File: src/rtl/babelfish_pkg.sv
// Shared types and constants for the execute/writeback slice of the core.
package babelfish_pkg;

   localparam int DATA_W = 64;
   localparam int REG_W  = 4;

   localparam logic [REG_W-1:0] REG_RAX = 4'd0;
   localparam logic [REG_W-1:0] REG_RDX = 4'd2;

   typedef enum logic [1:0] {
      IDLE          = 2'd0,
      WRITE_MAIN    = 2'd1,
      WRITE_SPECIAL = 2'd2,
      HALTED        = 2'd3
   } wb_state_t;

endpackage

File: src/rtl/wb_retire_counter.sv
// Enable-driven counter that wraps modulo 2^W; also used for perf counters.
module wb_retire_counter #(
   parameter int W = 32
) (
   input  logic         clk,
   input  logic         reset_n,
   input  logic         en,
   output logic [W-1:0] count
);

   // Increment on enable, hold otherwise
   always_ff @(posedge clk or negedge reset_n) begin
      if (!reset_n) begin
         count <= '0;
      end else if (en) begin
         count <= count + {{(W-1){1'b0}}, 1'b1};
      end else begin
         count <= count;
      end
   end

endmodule

File: src/rtl/execute_writeback.sv
// Writeback stage: captures one completed instruction from Execute and retires it through the
// single register-file write port, splitting two-destination ops across two cycles.
module execute_writeback #(
   parameter int DATA_W       = babelfish_pkg::DATA_W,
   parameter int REG_W        = babelfish_pkg::REG_W,
   parameter int RETIRE_CNT_W = 32
) (
   input  logic                    clk,
   input  logic                    reset_n,
   input  logic                    exValidIn,
   output logic                    wbReadyOut,
   input  logic [DATA_W-1:0]       aluResultIn,
   input  logic [DATA_W-1:0]       aluResultSpecialIn,
   input  logic [REG_W-1:0]        destRegIn,
   input  logic                    destRegValidIn,
   input  logic [REG_W-1:0]        destRegSpecialIn,
   input  logic                    destRegSpecialValidIn,
   input  logic [63:0]             currentRipIn,
   input  logic                    killIn,
   output logic                    rfWriteEnOut,
   output logic [REG_W-1:0]        rfWriteRegOut,
   output logic [DATA_W-1:0]       rfWriteDataOut,
   output logic                    sbClearValidOut,
   output logic [REG_W-1:0]        sbClearRegOut,
   output logic                    retireValidOut,
   output logic [63:0]             retireRipOut,
   output logic [RETIRE_CNT_W-1:0] retireCountOut,
   output logic                    haltedOut
);
   import babelfish_pkg::*;

   wb_state_t           state_r;
   wb_state_t           nextState_s;
   logic [REG_W-1:0]    capSpecialReg_r;
   logic [DATA_W-1:0]   capSpecialData_r;
   logic                capSpecialValid_r;
   logic                capKill_r;
   logic [63:0]         capRip_r;

   logic                accept_s;
   logic                nextWrEn_s;
   logic [REG_W-1:0]    nextWrReg_s;
   logic [DATA_W-1:0]   nextWrData_s;
   logic                nextRetire_s;
   logic [63:0]         nextRip_s;

   // Ready whenever the current cycle is the instruction's last and no halt is pending
   always_comb begin
      case (state_r)
         IDLE:          wbReadyOut = 1'b1;
         WRITE_MAIN:    wbReadyOut = !capSpecialValid_r && !capKill_r;
         WRITE_SPECIAL: wbReadyOut = !capKill_r;
         HALTED:        wbReadyOut = 1'b0;
         default:       wbReadyOut = 1'b0;
      endcase
   end

   assign accept_s = exValidIn && wbReadyOut;

   // Next state plus the write/retire values the following cycle will present
   always_comb begin
      nextState_s  = state_r;
      nextWrEn_s   = 1'b0;
      nextWrReg_s  = '0;
      nextWrData_s = '0;
      nextRetire_s = 1'b0;
      nextRip_s    = 64'd0;
      if (accept_s) begin
         // A killed instruction retires in its first cycle and never writes
         nextState_s  = WRITE_MAIN;
         nextWrEn_s   = destRegValidIn && !killIn;
         nextWrReg_s  = destRegIn;
         nextWrData_s = aluResultIn;
         nextRetire_s = !destRegSpecialValidIn || killIn;
         nextRip_s    = currentRipIn;
      end else begin
         case (state_r)
            IDLE:          nextState_s = IDLE;
            WRITE_MAIN: begin
               if (capKill_r) begin
                  nextState_s = HALTED;
               end else if (capSpecialValid_r) begin
                  nextState_s  = WRITE_SPECIAL;
                  nextWrEn_s   = 1'b1;
                  nextWrReg_s  = capSpecialReg_r;
                  nextWrData_s = capSpecialData_r;
                  nextRetire_s = 1'b1;
                  nextRip_s    = capRip_r;
               end else begin
                  nextState_s = IDLE;
               end
            end
            WRITE_SPECIAL: nextState_s = IDLE;
            HALTED:        nextState_s = HALTED;
            default:       nextState_s = IDLE;
         endcase
      end
   end

   // Holding registers for the fields needed after the first writeback cycle
   always_ff @(posedge clk or negedge reset_n) begin
      if (!reset_n) begin
         capSpecialReg_r   <= '0;
         capSpecialData_r  <= '0;
         capSpecialValid_r <= 1'b0;
         capKill_r         <= 1'b0;
         capRip_r          <= 64'd0;
      end else if (accept_s) begin
         capSpecialReg_r   <= destRegSpecialIn;
         capSpecialData_r  <= aluResultSpecialIn;
         capSpecialValid_r <= destRegSpecialValidIn;
         capKill_r         <= killIn;
         capRip_r          <= currentRipIn;
      end else begin
         capSpecialReg_r   <= capSpecialReg_r;
         capSpecialData_r  <= capSpecialData_r;
         capSpecialValid_r <= capSpecialValid_r;
         capKill_r         <= capKill_r;
         capRip_r          <= capRip_r;
      end
   end

   // State and registered write/clear/retire outputs
   always_ff @(posedge clk or negedge reset_n) begin
      if (!reset_n) begin
         state_r         <= IDLE;
         rfWriteEnOut    <= 1'b0;
         rfWriteRegOut   <= '0;
         rfWriteDataOut  <= '0;
         sbClearValidOut <= 1'b0;
         sbClearRegOut   <= '0;
         retireValidOut  <= 1'b0;
         retireRipOut    <= 64'd0;
         haltedOut       <= 1'b0;
      end else begin
         state_r         <= nextState_s;
         rfWriteEnOut    <= nextWrEn_s;
         rfWriteRegOut   <= nextWrReg_s;
         rfWriteDataOut  <= nextWrData_s;
         sbClearValidOut <= nextWrEn_s;
         sbClearRegOut   <= nextWrReg_s;
         retireValidOut  <= nextRetire_s;
         retireRipOut    <= nextRip_s;
         haltedOut       <= (nextState_s == HALTED);
      end
   end

   wb_retire_counter #(
      .W (RETIRE_CNT_W)
   ) uRetireCounter (
      .clk     (clk),
      .reset_n (reset_n),
      .en      (nextRetire_s),
      .count   (retireCountOut)
   );

endmodule

File: config.mk
export PLATFORM = sky130hd
export DESIGN_NAME = execute_writeback
export DESIGN_NICKNAME = d
export VERILOG_FILES = /design/src/rtl/babelfish_pkg.sv /design/src/rtl/wb_retire_counter.sv /design/src/rtl/execute_writeback.sv
export SDC_FILE = /design/constraint.sdc
export NUM_CORES = 1
export LEC_CHECK = 0
export CAP_MARGIN = 40
export CORE_UTILIZATION = 49
export DETAILED_ROUTE_END_ITERATION = 10
export PLACE_DENSITY = 0.83
export SYNTH_ARGS = -nofsm -noshare
export SYNTH_HDL_FRONTEND = slang
export SYNTH_SLANG_ARGS = --single-unit
File: constraint.sdc
create_clock -name clk -period 3.55 [get_ports clk]
set_input_delay 0.71 -clock clk [delete_from_list [all_inputs] [get_ports clk]]
set_output_delay 0.71 -clock clk [all_outputs]
set_load 0.02 [all_outputs]
# Word level (Yosys, flattened, before mapping)
# Cells that the tools add are included.
# Widths: inputs -> output; s select.
[op_classes]
n_eq_ne = 4
n_reduce_logical = 10
n_addsub = 1
mux = 22
[ops]
columns = ["operator", "count"]
rows = [
  ["$mux 64", 8],
  ["$add 32x1->32 const B", 1],
  ["$mux 4", 4],
  ["$eq 2x2->1 const B", 3],
  ["$mux 2", 3],
  ["$pmux 2 s3", 1],
  ["$mux 1", 5],
  ["$logic_not 1->1", 4],
  ["$pmux 1 s4", 1],
  ["$logic_and 1x1->1", 3],
  ["$eq 2x1->1 const B", 1],
  ["$logic_not 2->1", 1],
  ["$reduce_or 2->1", 1],
  ["$logic_or 1x1->1", 1],
]
[word_totals]
word_cells = 50
regBits = 303
in_bits = 206

# Logic depth before layout (Yosys ltp)
# Gate-level depths: netlist (run 1).
[logic_depth]
ltp_word = 6
depth_mapped = 9
depth_no_buf = 6

# Cells and area by module
# Synthesis (run 1) repeated with hierarchy kept, for this count alone.
[unflattened]
cells_unflattened = 733
area_unflattened_um2 = 11802.6
[by_module_without_submodules]
columns = ["module", "cells_each", "area_per_inst_um2", "n_inst"]
rows = [
  ["execute_writeback", 610, 10353.7, 1],
  ["wb_retire_counter", 123, 1448.9, 1],
]

# Worst setup path before layout (run 1)
# No wires, ideal clock.
[synth_timing]
kind = "reg-to-reg"
startpoint = "register state_r[1]"
endpoint = "register retireRipOut[51]"
stages_incl_launch_ff = 10
setup_ns = 0.065
arrival_ns = 1.699
slack_ns = 1.785
cell_sequence = "dfrtp_1 nor3_2 or2_1 clkbuf_1 and2_1 clkbuf_2 buf_2 buf_2 nand2_1 nand2_1"
[synth_via]
elab_chain_len = 4
elab_cells_between_ends = 8
cone_classes = "3 x eq/ne; 3 x mux; 2 x reduce/logical"
[synth_rtl]
columns = ["element", "line", "text"]
rows = [
  ["from (decl)", "execute_writeback.sv:32", "wb_state_t state_r;"],
  ["from (signal assigned)", "execute_writeback.sv:136", "state_r <= nextState_s;"],
  ["$eq 2x2->1, or another cell as far along", "execute_writeback.sv:49", "case (state_r)"],
  ["$pmux 1 s4 (*)", "execute_writeback.sv:49", ""],
  ["via wbReadyOut", "execute_writeback.sv:11", "output logic wbReadyOut,"],
  ["$logic_and 1x1->1 (*)", "execute_writeback.sv:58", "assign accept_s = exValidIn && wbReadyOut;"],
  ["$mux 64 (*)", "execute_writeback.sv:68", "if (accept_s) begin"],
  ["via nextRip_s[51]", "execute_writeback.sv:45", "logic [63:0] nextRip_s;"],
  ["to (signal assigned)", "execute_writeback.sv:143", "retireRipOut <= nextRip_s;"],
  ["to (decl)", "execute_writeback.sv:26", "output logic [63:0] retireRipOut,"],
]
# The timed path passes the listed nets; every way through them passes the cells marked *.
# A chain may end at the register's enable or synchronous reset.

# Worst setup path after layout (run 1)
[layout_timing]
startpoint = "register state_r[1]"
endpoint = "output port wbReadyOut"
[layout_via]
elab_chain_len = 2
elab_cells_between_ends = 5
cone_classes = "3 x eq/ne; 1 x mux; 1 x reduce/logical"
[layout_rtl]
columns = ["element", "line"]
rows = [
  ["$eq 2x2->1, or another cell as far along", "execute_writeback.sv:49"],
  ["$pmux 1 s4 (*)", "execute_writeback.sv:49"],
  ["to (decl)", "execute_writeback.sv:11"],
]
# Every way passes the cells marked *; elsewhere a longest branch is shown, timed or not.

==> run_results.csv, run 1 <==
group,metric,value,unit
run_status,status,"finished, final reports clean",
final_layout,fill_cells,1518,
global_route,grt_overflow_total,0,
synth,synth_top_area_share,67.5,%
detailed_routing,postRouteAntennaNets,0,
clock_network,cts_buffers,31,
global_route,grt_pass1_vias,8992,
global_route,grt_max_degree,89,
clock_network,cts_tree,"done",
timing,rsz0062_at_grt,"false",
clock_network,post-cts-setup-buffers,0,
detailed_routing,wirelength,30.5,mm
min_path,min_path_type,"input port to asynchronous set/reset pin",
worst_setup_path,r2r_end,"capRip_r[11]",
timing,slew_headroom,45.3,%
floorplanning,rows,55,
timing,setup_viol,0,
timing,finalCriticalPeriod,2.81,ns
global_route,grt_pass1_wl,48.4,mm
floorplanning,io_pins,379,
final_layout,areaGrowthSynthToFinish,45.2,%
clock_network,cts_hold_buf,0,
synth,syn_nets,1278,
timing,max_freq,0.355,GHz
placement,gp_congestion,0.816,
worst_setup_path,worst_setup_path_end_kind,"output port",
timing,maxSlewViolCount,0,
clock_network,clk_latency,0.54,ns
clock_network,path_clk_slew,0.06,ns
detailed_routing,viasPerCell,5.12,
synth,ys_top_cells_by_area,"dfrtp_1 67%, nand2_1 18%, a22o_1 5.3%",
timing,setup_tns,0,ns
placement,postPlaceCellArea,15300,sq um
detailed_routing,remaining_drc_errors,0,
detailed_routing,drt_iter0_markers,440,
synth,syn_area,11200,sq um
placement,port_buffers,378,
global_route,grt_usage,26.2,%
final_layout,final_nets,1645,
pwr,power.density,816,nW/um^2
timing,tightest_slew,0.820,ns
floorplanning,fp.dieH,153,um
clock_network,clk_path_buf_depth,3,
worst_setup_path,reg2reg_from,"state_r[1]",
final_layout,postLayoutCellArea,16300,sq um
global_route,antenna_found_initial,1,
timing,fin_crit_sh,79.3,%
final_layout,drive_gt1_share,5.61,%
worst_setup_path,crit_arrival,2.10,ns
worst_setup_path,rrSetupSlack,1.39,ns
detailed_routing,wl_per_cell,17.5,um
detailed_routing,drt-pass1-iter-count,7,
final_layout,mostFrequentLayoutCell,"nand2_1",
detailed_routing,vias,8939,
job,timing.max_cap.violations,0,
worst_setup_path,critPathLaunchType,"flip-flop",
clock_network,cts_resized,0,
timing,finalHoldViolations,0,
clock_network,cts_num_sinks,303,
timing,worst_hold_slack,0.170,ns
worst_setup_path,critPathMaxFanout,3,
floorplanning,dieArea,23500,sq um
synth,yosys_warnings,0,
floorplanning,start_util,49.8,%
final_layout,final_cell_mix,"541 x nand2_1, 377 x clkdlybuf4s50_1, 303 x dfrtp_1, 68 x a22o_1, 31 x clkbuf_16",
synth,postSynthAreaPerCell,10.5,sq um
synth,syn_inst,1071,
synth,ys_seq_area_share,67.5,%
clock_network,root_buffer,"clkbuf_16",
clock_network,htree_levels,1,
floorplanning,die_width,153,um
synth,synth_cell_types,35,
final_layout,n_antenna_cell,0,
timing,clock_skew,0.0145,ns
placement,dp_hpwl,20.8,mm
worst_setup_path,cp_data_required_time,2.84,ns
floorplanning,design.core.area,22600,sq um
synth,ys_ff_latch,303,
final_layout,utilization,72.3,%
pwr,p_leak,8.08,nW
worst_setup_path,worstSetupPathType,"flip-flop to output port",
pwr,max-vdd-ir-drop,0.575,mV
worst_setup_path,reg2regPathDepth,6,
synth,synth_top_cell_by_area,"dfrtp_1",
==> power by group <==
group          leakage [nW]  internal (W)  total (W)  switching, W
sequential             3.90       0.00476    0.00537      0.000614
clock                 0.519       0.00194    0.00328       0.00135
combinational          3.66       0.00199    0.00466       0.00267
total                  8.08       0.00869     0.0133       0.00463
==> critical path, stage by stage, from the launching register on <==
cell	delay, ns
dfrtp_1	0.41
nor3_2	0.30
or2_1	0.23
clkdlybuf4s50_1	0.63
==> kinds of logic after synthesis <==
family                     Yosys count  synth area share (%)
AOI/OAI and AO/OA                   76                  5.82
xor gates and xnor gates            31                  2.42
adders and majority gates            1                 0.111
buffers and inverters               62                  2.92
DFF                                303                  67.5
and+or+nand+nor                    598                  21.2
==> how the worst max path moves through the flow <==
| stage | start | endpoint | slack, ns | cells past startpoint |
|---|---|---|---|---|
| after floorplan | state_r[1] | retireRipOut[51] | 1.79 | 9 |
| after global placement | exValidIn | capSpecialData_r[40] | 1.09 | 5 |
| after detailed placement | destRegSpecialValidIn | uRetireCounter.count[4] | 1.01 | 8 |
| after CTS | state_r[1] | wbReadyOut | 0.70 | 3 |
| after global routing | state_r[1] | wbReadyOut | 0.66 | 3 |
| final | state_r[1] | wbReadyOut | 0.74 | 3 |
==> area by class of cell <==
| cell class | count | area (sq um) | share of cell area [%] |
|---|---|---|---|
| Timing Repair Buffer | 393 | 3980 | 24.4 |
| Clock inverter | 18 | 195 | 1.20 |
| Clock buffer | 39 | 856 | 5.24 |
| Tap cell | 285 | 357 | 2.19 |
| Multi-Input combinational cell | 706 | 3340 | 20.5 |
| Inverter | 3 | 11.3 | 0.0690 |
| Sequential cell | 303 | 7580 | 46.5 |
==> metrics by stage <==
stage          total power, W  setup WS (ns)  cells
4_1_cts                0.0134          0.698   1747
5_1_grt                0.0141          0.662   1747
3_5_place_dp           0.0101           1.01   1690
2_1_floorplan         0.00796           1.79   1071
3_3_place_gp          0.00988           1.09   1690
6_report               0.0133          0.735   1747
==> per-layer routing <==
layer	global-route usage, %	vias up	wire [um]
met2	44.7	337	15300
met5	0	-	9
li1	-	4153	-
met1	30.8	4364	11500
met4	12.6	2	1520
met3	6.89	83	2180
==> cell usage after synthesis <==
master,number
o221a_2,1
clkbuf_1,23
nand4_1,6
a21oi_1,1
nor4b_2,1
nor2_1,10
xor2_1,14
clkbuf_2,1
nor4_1,3
nor3_2,2
a31o_1,1
nand4_2,1
inv_1,2
nand3_1,12
nand2_1,542
and4_1,2
o21ba_2,1
and3_1,6
nor3_1,4
and2_1,2
xnor2_1,17
ha_1,1
inv_2,1
or2_1,2
buf_4,5
dfrtp_1,303
or2_2,1
nor4b_1,1
buf_6,6
o2111ai_1,1
o21ai_0,3
a22o_1,68
buf_2,24
nor2b_1,2
nor4b_4,1
==> sequential cells by signal, summed over array words and instances (netlist names) <==
signal	flops
sbClearValidOut	1
sbClearRegOut	4
capSpecialValid_r	1
rfWriteDataOut	64
capSpecialReg_r	4
capKill_r	1
uRetireCounter.count	32
state_r	2
capSpecialData_r	64
capRip_r	64
retireRipOut	64
retireValidOut	1
haltedOut	1
No activity file was read; power rests on OpenSTA's default activity.
==> inputs of run 2 (changes only) <==
CORE_UTILIZATION = 46   (was 49)
PLACE_DENSITY = 0.79   (was 0.83)
clock period = 2.68 ns   (was 3.55 ns; I/O delays follow)
==> run_results.csv, run 2 (same netlist as run 1, synthesis figures left out) <==
group,metric,value,unit
timing,rsz0062_at_grt,"false",
floorplanning,die_width,158,um
clock_network,cts_num_sinks,303,
placement,dp_hpwl,21.5,mm
floorplanning,start_util,47.4,%
timing,maxSlewViolCount,0,
timing,finalHoldViolations,0,
timing,slew_headroom,63.3,%
final_layout,register_area,7580,sq um
detailed_routing,vias,8839,
pwr,power_frac_seq,39.6,%
pwr,intPower,0.0119,W
final_layout,mostFrequentLayoutCell,"nand2_1",
final_layout,drive_gt1_share,5.52,%
detailed_routing,postRouteAntennaNets,0,
floorplanning,fp.dieH,158,um
clock_network,cts_resized,0,
final_layout,final_cell_mix,"541 x nand2_1, 377 x clkdlybuf4s50_1, 303 x dfrtp_1, 68 x a22o_1, 35 x clkbuf_16",
pwr,p_sw_share,34.3,%
final_layout,areaGrowthSynthToFinish,47.0,%
final_layout,fill_cells,1734,
worst_setup_path,cp_data_required_time,2.14,ns
pwr,pwr-share-comb,34.9,%
detailed_routing,remaining_drc_errors,0,
placement,gp_congestion,0.822,
global_route,grt_max_degree,87,
pwr,power.density,1090,nW/um^2
final_layout,final_nets,1651,
pwr,p_switching,0.00620,W
clock_network,path_clk_slew,0.06,ns
floorplanning,io_pins,379,
global_route,antenna_found_initial,2,
floorplanning,design.core.area,23700,sq um
clock_network,htree_levels,2,
pwr,design_power_total,0.0181,W
timing,setup_viol,0,
timing,tightest_slew,0.551,ns
global_route,grt_usage,24.9,%
detailed_routing,wirelength,31.2,mm
timing,setup_tns,0,ns
worst_setup_path,critPathLaunchType,"flip-flop",
pwr,max-vdd-ir-drop,0.649,mV
pwr,pwr-share-clk,25.6,%
worst_setup_path,crit_arrival,2.00,ns
timing,clock_skew,0.0234,ns
clock_network,clk_path_buf_depth,3,
detailed_routing,viasPerCell,4.95,
run_status,status,"finished, final reports clean",
detailed_routing,drt-pass1-iter-count,6,
final_layout,multiInputGateArea,3340,sq um
detailed_routing,drt_iter0_markers,584,
timing,finalCriticalPeriod,2.53,ns
floorplanning,dieArea,25100,sq um
final_layout,postLayoutCellArea,16500,sq um
worst_setup_path,critPathMaxFanout,4,
placement,port_buffers,378,
clock_network,root_buffer,"clkbuf_16",
placement,postPlaceCellArea,15400,sq um
global_route,grt_overflow_total,0,
worst_setup_path,worst_setup_path_end_kind,"output port",
floorplanning,rows,56,
min_path,min_path_type,"flip-flop to flip-flop",
clock_network,cts_hold_buf,1,
timing,max_freq,0.395,GHz
detailed_routing,wl_per_cell,17.5,um
clock_network,post-cts-setup-buffers,0,
job,timing.max_cap.violations,0,
final_layout,utilization,69.8,%
worst_setup_path,worstSetupPathType,"flip-flop to output port",
timing,fin_crit_sh,94.5,%
clock_network,clk_latency,0.50,ns
clock_network,cts_tree,"done",
clock_network,cts_buffers,34,
pwr,p_leak,8.15,nW
global_route,grt_pass1_wl,47.7,mm
global_route,grt_pass1_vias,8907,
==> run 2: final timing paths <==
| kind | from | cells past startpoint | to | slack, ns |
|---|---|---|---|---|
| min reg2reg | capRip_r[48] | 2 | retireRipOut[48] | 0.47 |
| min in group asynchronous | reset_n | 2 | uRetireCounter.count[29] | 0.61 |
| min | capRip_r[48] | 2 | retireRipOut[48] | 0.47 |
| max | capKill_r | 3 | wbReadyOut | 0.15 |
| max reg2reg | capKill_r | 6 | retireRipOut[11] | 0.69 |
| max in group asynchronous | reset_n | 3 | retireRipOut[17] | 1.34 |
==> run 2: metal layers <==
layer	track usage, %	routed length, um	up-vias
met5	0	14	-
met4	10.0	1180	2
met3	6.75	2530	78
met2	43.8	16100	313
met1	28.6	11400	4296
li1	-	-	4150
==> run 2: power by group through the flow <==
stage	clock (W)	sequential [W]	combinational, W
5_1_grt	0.00488	0.00733	0.00686
6_report	0.00462	0.00715	0.00630
3_3_place_gp	0	0.00711	0.00613
2_1_floorplan	0	0.00796	0.00258
4_1_cts	0.00472	0.00716	0.00636
3_5_place_dp	0	0.00721	0.00630
==> run 2: metrics by stage <==
step / instances / hold slack, ns / setup WS, ns
floorplan: 1071 / 0.240 / 0.915
finish: 1787 / 0.467 / 0.147
detailed placement: 1726 / 0.454 / 0.449
global route: 1787 / 0.496 / 0.0600
global placement: 1726 / 0.450 / 0.523
CTS: 1786 / 0.465 / 0.118
==> run 2: layout make-up <==
class | instances | area share, %
Clock buffer | 49 | 5.98
Tap cell | 319 | 2.42
Timing Repair Buffer | 396 | 24.6
Multi-Input combinational cell | 706 | 20.2
Sequential cell | 303 | 45.9
Antenna cell | 1 | 0.0151
Inverter | 3 | 0.0682
Clock inverter | 10 | 0.803
==> run 2: critical path, cell delays in order, from the launching register on <==
cell and delay (ns):
dfrtp_1 0.42, nor3_2 0.23, or2_1 0.22, clkdlybuf4s50_1 0.63
